--- config.mk ---
export PLATFORM = sky130hd
export DESIGN_NAME = sdram_slot_arbiter
export DESIGN_NICKNAME = d
export VERILOG_FILES = /design/src/rtl/sdram_slot_arbiter.sv
export SDC_FILE = /design/constraint.sdc
export NUM_CORES = 1
export LEC_CHECK = 0
export BUFFER_PORTS_ARGS = -buffer_cell sky130_fd_sc_hd__buf_2
export CAP_MARGIN = 20
export CORE_ASPECT_RATIO = 2
export CORE_MARGIN = 5
export CORE_UTILIZATION = 47
export DETAILED_ROUTE_END_ITERATION = 10
export GPL_ROUTABILITY_DRIVEN = 0
export PLACE_DENSITY = 0.92
export SETUP_SLACK_MARGIN = 0.15
export SLEW_MARGIN = 20
export SYNTH_ARGS = -nofsm -noshare
export SYNTH_HDL_FRONTEND = slang
export SYNTH_SLANG_ARGS = --single-unit
--- constraint.sdc ---
create_clock -name clk -period 1.9 [get_ports clk]
set_input_delay 0.095 -clock clk [delete_from_list [all_inputs] [get_ports clk]]
set_output_delay 0.095 -clock clk [all_outputs]
set_load 0.02 [all_outputs]
--- src/rtl/sdram_slot_arbiter.sv ---
// Two-port (CPU/PPU) arbiter for the 8-phase SDRAM slot controller: owns the slot phase and sync,
// grants at most one request per slot, holds the command for the slot and returns read data with an ack.
module sdram_slot_arbiter #(
  parameter int unsigned RR_MODE     = 1,
  parameter int unsigned REFRESH_MAX = 16
) (
  input  logic        clk,
  input  logic        reset_n,
  input  logic        cpu_req,
  input  logic        cpu_we,
  input  logic [19:0] cpu_addr,
  input  logic [15:0] cpu_din,
  input  logic [1:0]  cpu_ds,
  output logic        cpu_ack,
  output logic [15:0] cpu_dout,
  input  logic        ppu_req,
  input  logic        ppu_we,
  input  logic [19:0] ppu_addr,
  input  logic [15:0] ppu_din,
  input  logic [1:0]  ppu_ds,
  output logic        ppu_ack,
  output logic [15:0] ppu_dout,
  output logic        sd_sync,
  output logic        sd_oe,
  output logic        sd_we,
  output logic [19:0] sd_addr,
  output logic [15:0] sd_din,
  output logic [1:0]  sd_ds,
  input  logic [15:0] sd_dout
);

  typedef enum logic {
    OWN_CPU = 1'b0,
    OWN_PPU = 1'b1
  } owner_t;

  localparam logic [7:0] BUSY_LIMIT = 8'(REFRESH_MAX);

  logic [2:0]  phase_q, phase_d;
  logic        sync_q, sync_d;
  logic        oe_q, oe_d, we_q, we_d;
  logic [19:0] addr_q, addr_d;
  logic [15:0] din_q, din_d;
  logic [1:0]  ds_q, ds_d;
  logic [7:0]  busy_q, busy_d;
  owner_t      last_q, last_d;
  logic        infl_q, infl_d;
  owner_t      infl_own_q, infl_own_d;
  logic        infl_we_q, infl_we_d;
  logic        cpu_ack_q, cpu_ack_d, ppu_ack_q, ppu_ack_d;
  logic [15:0] cpu_dout_q, cpu_dout_d, ppu_dout_q, ppu_dout_d;

  logic   slot_end, force_idle, cpu_elig, ppu_elig;
  owner_t winner;

  always_ff @(posedge clk) begin
    if (!reset_n) begin
      phase_q    <= '0;
      sync_q     <= 1'b0;
      oe_q       <= 1'b0;
      we_q       <= 1'b0;
      addr_q     <= '0;
      din_q      <= '0;
      ds_q       <= '0;
      busy_q     <= '0;
      last_q     <= OWN_PPU;
      infl_q     <= 1'b0;
      infl_own_q <= OWN_CPU;
      infl_we_q  <= 1'b0;
      cpu_ack_q  <= 1'b0;
      ppu_ack_q  <= 1'b0;
      cpu_dout_q <= '0;
      ppu_dout_q <= '0;
    end else begin
      phase_q    <= phase_d;
      sync_q     <= sync_d;
      oe_q       <= oe_d;
      we_q       <= we_d;
      addr_q     <= addr_d;
      din_q      <= din_d;
      ds_q       <= ds_d;
      busy_q     <= busy_d;
      last_q     <= last_d;
      infl_q     <= infl_d;
      infl_own_q <= infl_own_d;
      infl_we_q  <= infl_we_d;
      cpu_ack_q  <= cpu_ack_d;
      ppu_ack_q  <= ppu_ack_d;
      cpu_dout_q <= cpu_dout_d;
      ppu_dout_q <= ppu_dout_d;
    end
  end

  always_comb begin
    phase_d    = phase_q + 3'd1;
    sync_d     = ~phase_d[2];
    oe_d       = oe_q;
    we_d       = we_q;
    addr_d     = addr_q;
    din_d      = din_q;
    ds_d       = ds_q;
    busy_d     = busy_q;
    last_d     = last_q;
    infl_d     = infl_q;
    infl_own_d = infl_own_q;
    infl_we_d  = infl_we_q;
    cpu_ack_d  = 1'b0;
    ppu_ack_d  = 1'b0;
    cpu_dout_d = cpu_dout_q;
    ppu_dout_d = ppu_dout_q;
    winner     = OWN_CPU;

    slot_end   = (phase_q == 3'd7);
    force_idle = (busy_q == BUSY_LIMIT);
    // The port whose slot finishes at this edge has not seen its ack yet, so its req is stale.
    cpu_elig   = cpu_req && !(infl_q && infl_own_q == OWN_CPU);
    ppu_elig   = ppu_req && !(infl_q && infl_own_q == OWN_PPU);

    if (slot_end) begin
      if (infl_q) begin
        if (infl_own_q == OWN_CPU) begin
          cpu_ack_d = 1'b1;
          if (!infl_we_q) cpu_dout_d = sd_dout;
        end else begin
          ppu_ack_d = 1'b1;
          if (!infl_we_q) ppu_dout_d = sd_dout;
        end
      end

      if (force_idle || !(cpu_elig || ppu_elig)) begin
        oe_d   = 1'b0;
        we_d   = 1'b0;
        busy_d = '0;
        infl_d = 1'b0;
      end else begin
        if (cpu_elig && ppu_elig)
          winner = (RR_MODE != 0 && last_q == OWN_CPU) ? OWN_PPU : OWN_CPU;
        else
          winner = cpu_elig ? OWN_CPU : OWN_PPU;

        we_d       = (winner == OWN_PPU) ? ppu_we   : cpu_we;
        addr_d     = (winner == OWN_PPU) ? ppu_addr : cpu_addr;
        din_d      = (winner == OWN_PPU) ? ppu_din  : cpu_din;
        ds_d       = (winner == OWN_PPU) ? ppu_ds   : cpu_ds;
        oe_d       = ~we_d;
        busy_d     = busy_q + 8'd1;
        last_d     = winner;
        infl_d     = 1'b1;
        infl_own_d = winner;
        infl_we_d  = we_d;
      end
    end
  end

  assign sd_sync  = sync_q;
  assign sd_oe    = oe_q;
  assign sd_we    = we_q;
  assign sd_addr  = addr_q;
  assign sd_din   = din_q;
  assign sd_ds    = ds_q;
  assign cpu_ack  = cpu_ack_q;
  assign cpu_dout = cpu_dout_q;
  assign ppu_ack  = ppu_ack_q;
  assign ppu_dout = ppu_dout_q;

endmodule

---- Word level (Yosys, flattened, before mapping) ----
Index checks and enable logic that the tools add are counted.
word-level totals
  output and inout bits ................... 75
  register bits after elaboration ......... 90
  word-level logic and storage cells ...... 54
  bits of input ports ..................... 98
cells by class
  multiplexer cells ....................... 15
  equality and inequality tests ........... 2
  add/subtract/negate cells ............... 2
  reductions and logical operators ........ 14
  bitwise gates (word level) .............. 5
operator list
  operator                                              count
  2-to-1 mux 20 bit                                     1
  2-to-1 mux 16 bit                                     1
  2-to-1 mux 1 bit                                      11
  adder 8 x 1 -> 8 bit (second input constant)          1
  equality test 8 x 5 -> 1 bit (second input constant)  1
  2-to-1 mux 8 bit                                      1
  AND reduction 4 bit                                   2
  logical AND 1 bit                                     5
  NOT 1 bit                                             5
  adder 3 x 1 -> 3 bit (second input constant)          1
  equality test 3 bit (second input constant)           1
  logical NOT 1 bit                                     3
  AND reduction 3 bit                                   1
  logical OR 1 bit                                      2
  2-to-1 mux 2 bit                                      1
  AND reduction 2 bit                                   1

---- Logic depth before layout (Yosys ltp) ----
  word-level depth ........................ 12
  mapped depth ............................ 9
  depth with buffers taken out ............ 6

---- Worst setup path after synthesis ----
Ideal clock, no wire load.
  kind .................................... reg-to-reg
  start ................................... reg busy_q[0]
  end ..................................... reg busy_q[3]
  arrival time ............................ 1.714 ns
  path slack .............................. 0.112 ns
  clock period less this slack ............ 1.788 ns
  data required time ...................... 1.826 ns
  path buffers ............................ 0
  stages on the path, launching flop included .. 7
  setup time .............................. 0.074 ns
  path through ............................ dfxtp_1 -> inv_1 -> ha_1 -> nor4b_2 -> a221o_1 -> or4_1 -> a31oi_1
between the ends
  word-level cells in the longest chain between the ends .. 3
  elaborated cells on any way between the ends .. 4
  classes of those cells .................. add/sub: 1; eq/ne: 1; mux: 1; reduce/logical: 1
RTL lines
  element                                                       RTL line  text
  from (decl)                                                   45        logic [7:0] busy_q, busy_d;
  from (signal assigned)                                        82        busy_q <= busy_d;
  branches (longest 2 deep; another with adder 8 x 1 -> 8 bit)  -
  2-to-1 mux 8 bit *                                            130       if (force_idle || !(cpu_elig || ppu_elig)) begin
Every way passes the cells marked *.
A chain may end at the register's enable or synchronous reset.

---- Worst setup path in the final report ----
  start ................................... reg busy_q[0]
  end ..................................... reg addr_q[10], in the netlist sd_addr[10]
between the ends
  word-level cells in the longest chain between the ends .. 4
RTL lines
  element                        RTL line  text
  equality test 8 x 5 -> 1 bit   114       force_idle = (busy_q == BUSY_LIMIT);
  logical OR 1 bit               130
  NOT 1 bit (no line)            -
  AND reduction 2 bit (no line)  -
  to (signal assigned)           79        addr_q <= addr_d;
  to (decl)                      42        logic [19:0] addr_q, addr_d;
Every way passes these cells.

==> flow_summary.ini <==
[run_status]
status = complete, no violations

[floorplanning]
core-area_sq_um = 7885
dieArea_sq_um = 9964
fp.dieH_um = 136.3
num_rows = 46
io_pins = 173
start_util_pct = 47.51
die_x_um = 73.13

[synth]
ys_seq_area_share_pct = 48.10
synth_edf_count = 0
synth-async-reset-ratio_pct = 0
synth-main-ff-cell = dfxtp_1
syn_avg_cell_area_sq_um = 8.919
syn_inst = 420
synth.net_count = 522
ys_ff_latch = 90
netlist_area_sq_um = 3746
yosysWarnings = 0
ys_types = 31

[critical_path]
cp_cell_sequence = inv_2 > ha_4 > nor4b_4 > a221o_1 > nor2_4 > buf_6 > a211oi_1
start_kind = flop
cp_data_required_time_ps = 2110
slowest_stage = a221o_1
cpPeakStageDelay_ps = 410
reg2reg_slack_ps = 120
cpLargestDelayFamily = compound AO/OA/AOI/OAI gates
worst-setup-path-type = flop to flop
critPathBufInv = 2
end_kind = flop
cp_max_fo = 9
worstPathArrival_ps = 2000

[global_routing]
grt_max_degree = 46
antenna_found_initial = 0
grt_pass1_vias = 3735
track_usage_pct = 20.95
grt-ovfl-total = 0
grt_pass1_wl_um = 16700

[layout]
post-route-util_pct = 68.06
area_growth_pct = 43.25
final_nets = 693
drive_gt1_share_pct = 41.01
num_antenna_cells = 0

[sta]
rsz0062_at_grt = true
worst_slew_pin_slew_ps = 461.2
final.period_utilization_pct = 93.87
layout_min_cycle_time_ps = 1784
hold_violations = 0
slew_violations = 0
finClkSkew_ps = 7.009
maxSlewHeadroom_pct = 69.21
fmax_mhz = 560.7
tns_ps = 0
worst_slack_ps = 116.4
setup_violations = 0

[route]
wirelength_um = 11610
viasPerCell = 5.559
ant_nets = 0
wl_met3_um = 867
route.met2.wl_um = 6303
dr.max_layer_used = met4
wl_met1_um = 4034
wl_per_cell_um = 16.80
drc = 0
drtIter0Drc = 144
dr.pass1.iters = 6
num_vias = 3841

[job]
maxCapViolations = 0

[placement]
pre_cts_slack_ps = 20.91
portBuffers = 172
place_hpwl_um = 7769

[clocking]
path_clk_slew_ps = 60
numCtsBuffers = 9
clock-root-buffer = clkbuf_16
cts_tree = done
worstSkewPairLatency_ps = 330
htreeDepth = 3
cts.path.max_buffers = 2
cts.sinks = 90

[worst_hold_path]
hold_path_class = primary input to flop

[power]
power_uw = 4135
ir_drop_uv = 572.8
power_density_nw_per_um2 = 770.5
p_leak_uw = 0.002393
## path summary, 6_finish.rpt
kind / start / end / cells past startpoint
setup / recovery: busy_q[0]$_SDFFE_PN0N_ / sd_addr[10]$_SDFFE_PN0P_ / 7
hold / removal: sd_dout[5] / cpu_dout[5]$_SDFFE_PN0P_ / 3
setup reg to reg: busy_q[0]$_SDFFE_PN0N_ / sd_addr[10]$_SDFFE_PN0P_ / 7
hold reg to reg: phase_q[0]$_SDFF_PN0_ / phase_q[0]$_SDFF_PN0_ / 1
## power breakdown
part | total, uW | leakage, uW | switching (uW) | internal [uW]
Combinational | 355 | 0.00151 | 179 | 175
Sequential | 1910 | 0.000728 | 6.81 | 1900
Clock | 1870 | 0.000158 | 696 | 1180
## placed cells by master, fill, tap and decap left out, types with 2 or more instances in the layout
cell type | netlist | final
buf_12 | 0 | 6
nand4_1 | 3 | 3
dfxtp_2 | 0 | 4
buf_4 | 0 | 9
ha_1 | 4 | 2
nand2_1 | 75 | 75
buf_2 | 12 | 172
clkinv_2 | 0 | 2
inv_2 | 0 | 3
o211ai_1 | 3 | 3
dfxtp_1 | 90 | 86
buf_6 | 1 | 5
or4_1 | 2 | 2
a211oi_2 | 0 | 13
inv_1 | 6 | 3
or3_4 | 0 | 2
nor3_1 | 7 | 5
bufinv_16 | 0 | 2
a31oi_1 | 6 | 6
a211oi_1 | 39 | 26
and2_1 | 2 | 2
clkbuf_16 | 0 | 13
nor3_2 | 0 | 2
mux2i_1 | 41 | 40
nor2_1 | 8 | 7
nand3_1 | 9 | 9
a21oi_1 | 75 | 74
## routing by layer
layer	GRT usage, %	vias to the layer above
li1	-	1838
met1	21.54	1773
met2	38.78	199
met3	5.625	31
met4	8.008	0
met5	0	-
## synthesized netlist by cell type (all sizes together) (2+ instances only)
| master | n | area [sq um] |
|---|---|---|
| a31oi | 6 | 37.54 |
| and2 | 2 | 12.51 |
| nand4 | 3 | 18.77 |
| dfxtp | 90 | 1802 |
| ha | 4 | 50.05 |
| nor2 | 8 | 30.03 |
| or4 | 2 | 15.01 |
| nand3 | 9 | 45.04 |
| nor3 | 7 | 35.03 |
| a221o | 2 | 20.02 |
| buf | 14 | 75.07 |
| a211oi | 39 | 292.8 |
| nand2 | 75 | 281.5 |
| mux2i | 41 | 410.4 |
| inv | 6 | 22.52 |
| clkbuf | 23 | 87.58 |
| or3 | 2 | 12.51 |
| o211ai | 3 | 22.52 |
| a21oi | 75 | 375.4 |
## final cells by class
cell class | count | area (sq um)
Clock buffer | 10 | 239.0
Clock inverter | 5 | 78.83
Fill cell | 584 | 2519
Inverter | 6 | 22.52
Multi-Input combinational cell | 287 | 1884
Sequential cell | 90 | 1807
Tap cell | 96 | 120.1
Timing Repair Buffer | 197 | 1215
## flip-flops by register name, indices dropped and copies added, names as in the netlist, 2 cells and up
register,count
cpu_dout,16
sd_addr,20
busy_q,8
sd_ds,2
phase_q,3
ppu_dout,16
sd_din,16
## cells by family (layout without fill, tap and decap cells)
logic type / after synthesis / in the layout / share of synthesized area [%]
AOI/OAI and AO/OA: 129 / 129 / 21.31
buffers and inverters: 43 / 218 / 4.943
DFF: 90 / 90 / 48.10
adders and majority gates: 4 / 4 / 1.336
muxes: 41 / 41 / 10.96
and+or+nand+nor: 113 / 113 / 13.36
## worst min-delay path, stage by stage
cell	delay, ps
buf_2	110
nand2_1	50
a21oi_1	50
## metrics by stage
step                      cell area [sq um]  hold WS, ps  instances
after floorplan                        3751        171.2        420
after global placement                 4742        347.1        664
after detailed placement               4742        352.7        664
after CTS                              5096       0.7077        681
after global routing                   5366        6.589        691
final                                  5366        11.30        691
## repair_timing
action | 4_1_cts | 5_1_grt
resized for setup | 3 | 24
pin swaps | 3 | 5
cloned | 0 | 8
hold buffers | 1 | 0
hold endpoints to repair | 1 | 0
buffers inserted | 1 | 2
setup endpoints to repair | 68 | 47
No activity file was read; power rests on OpenSTA's default activity.
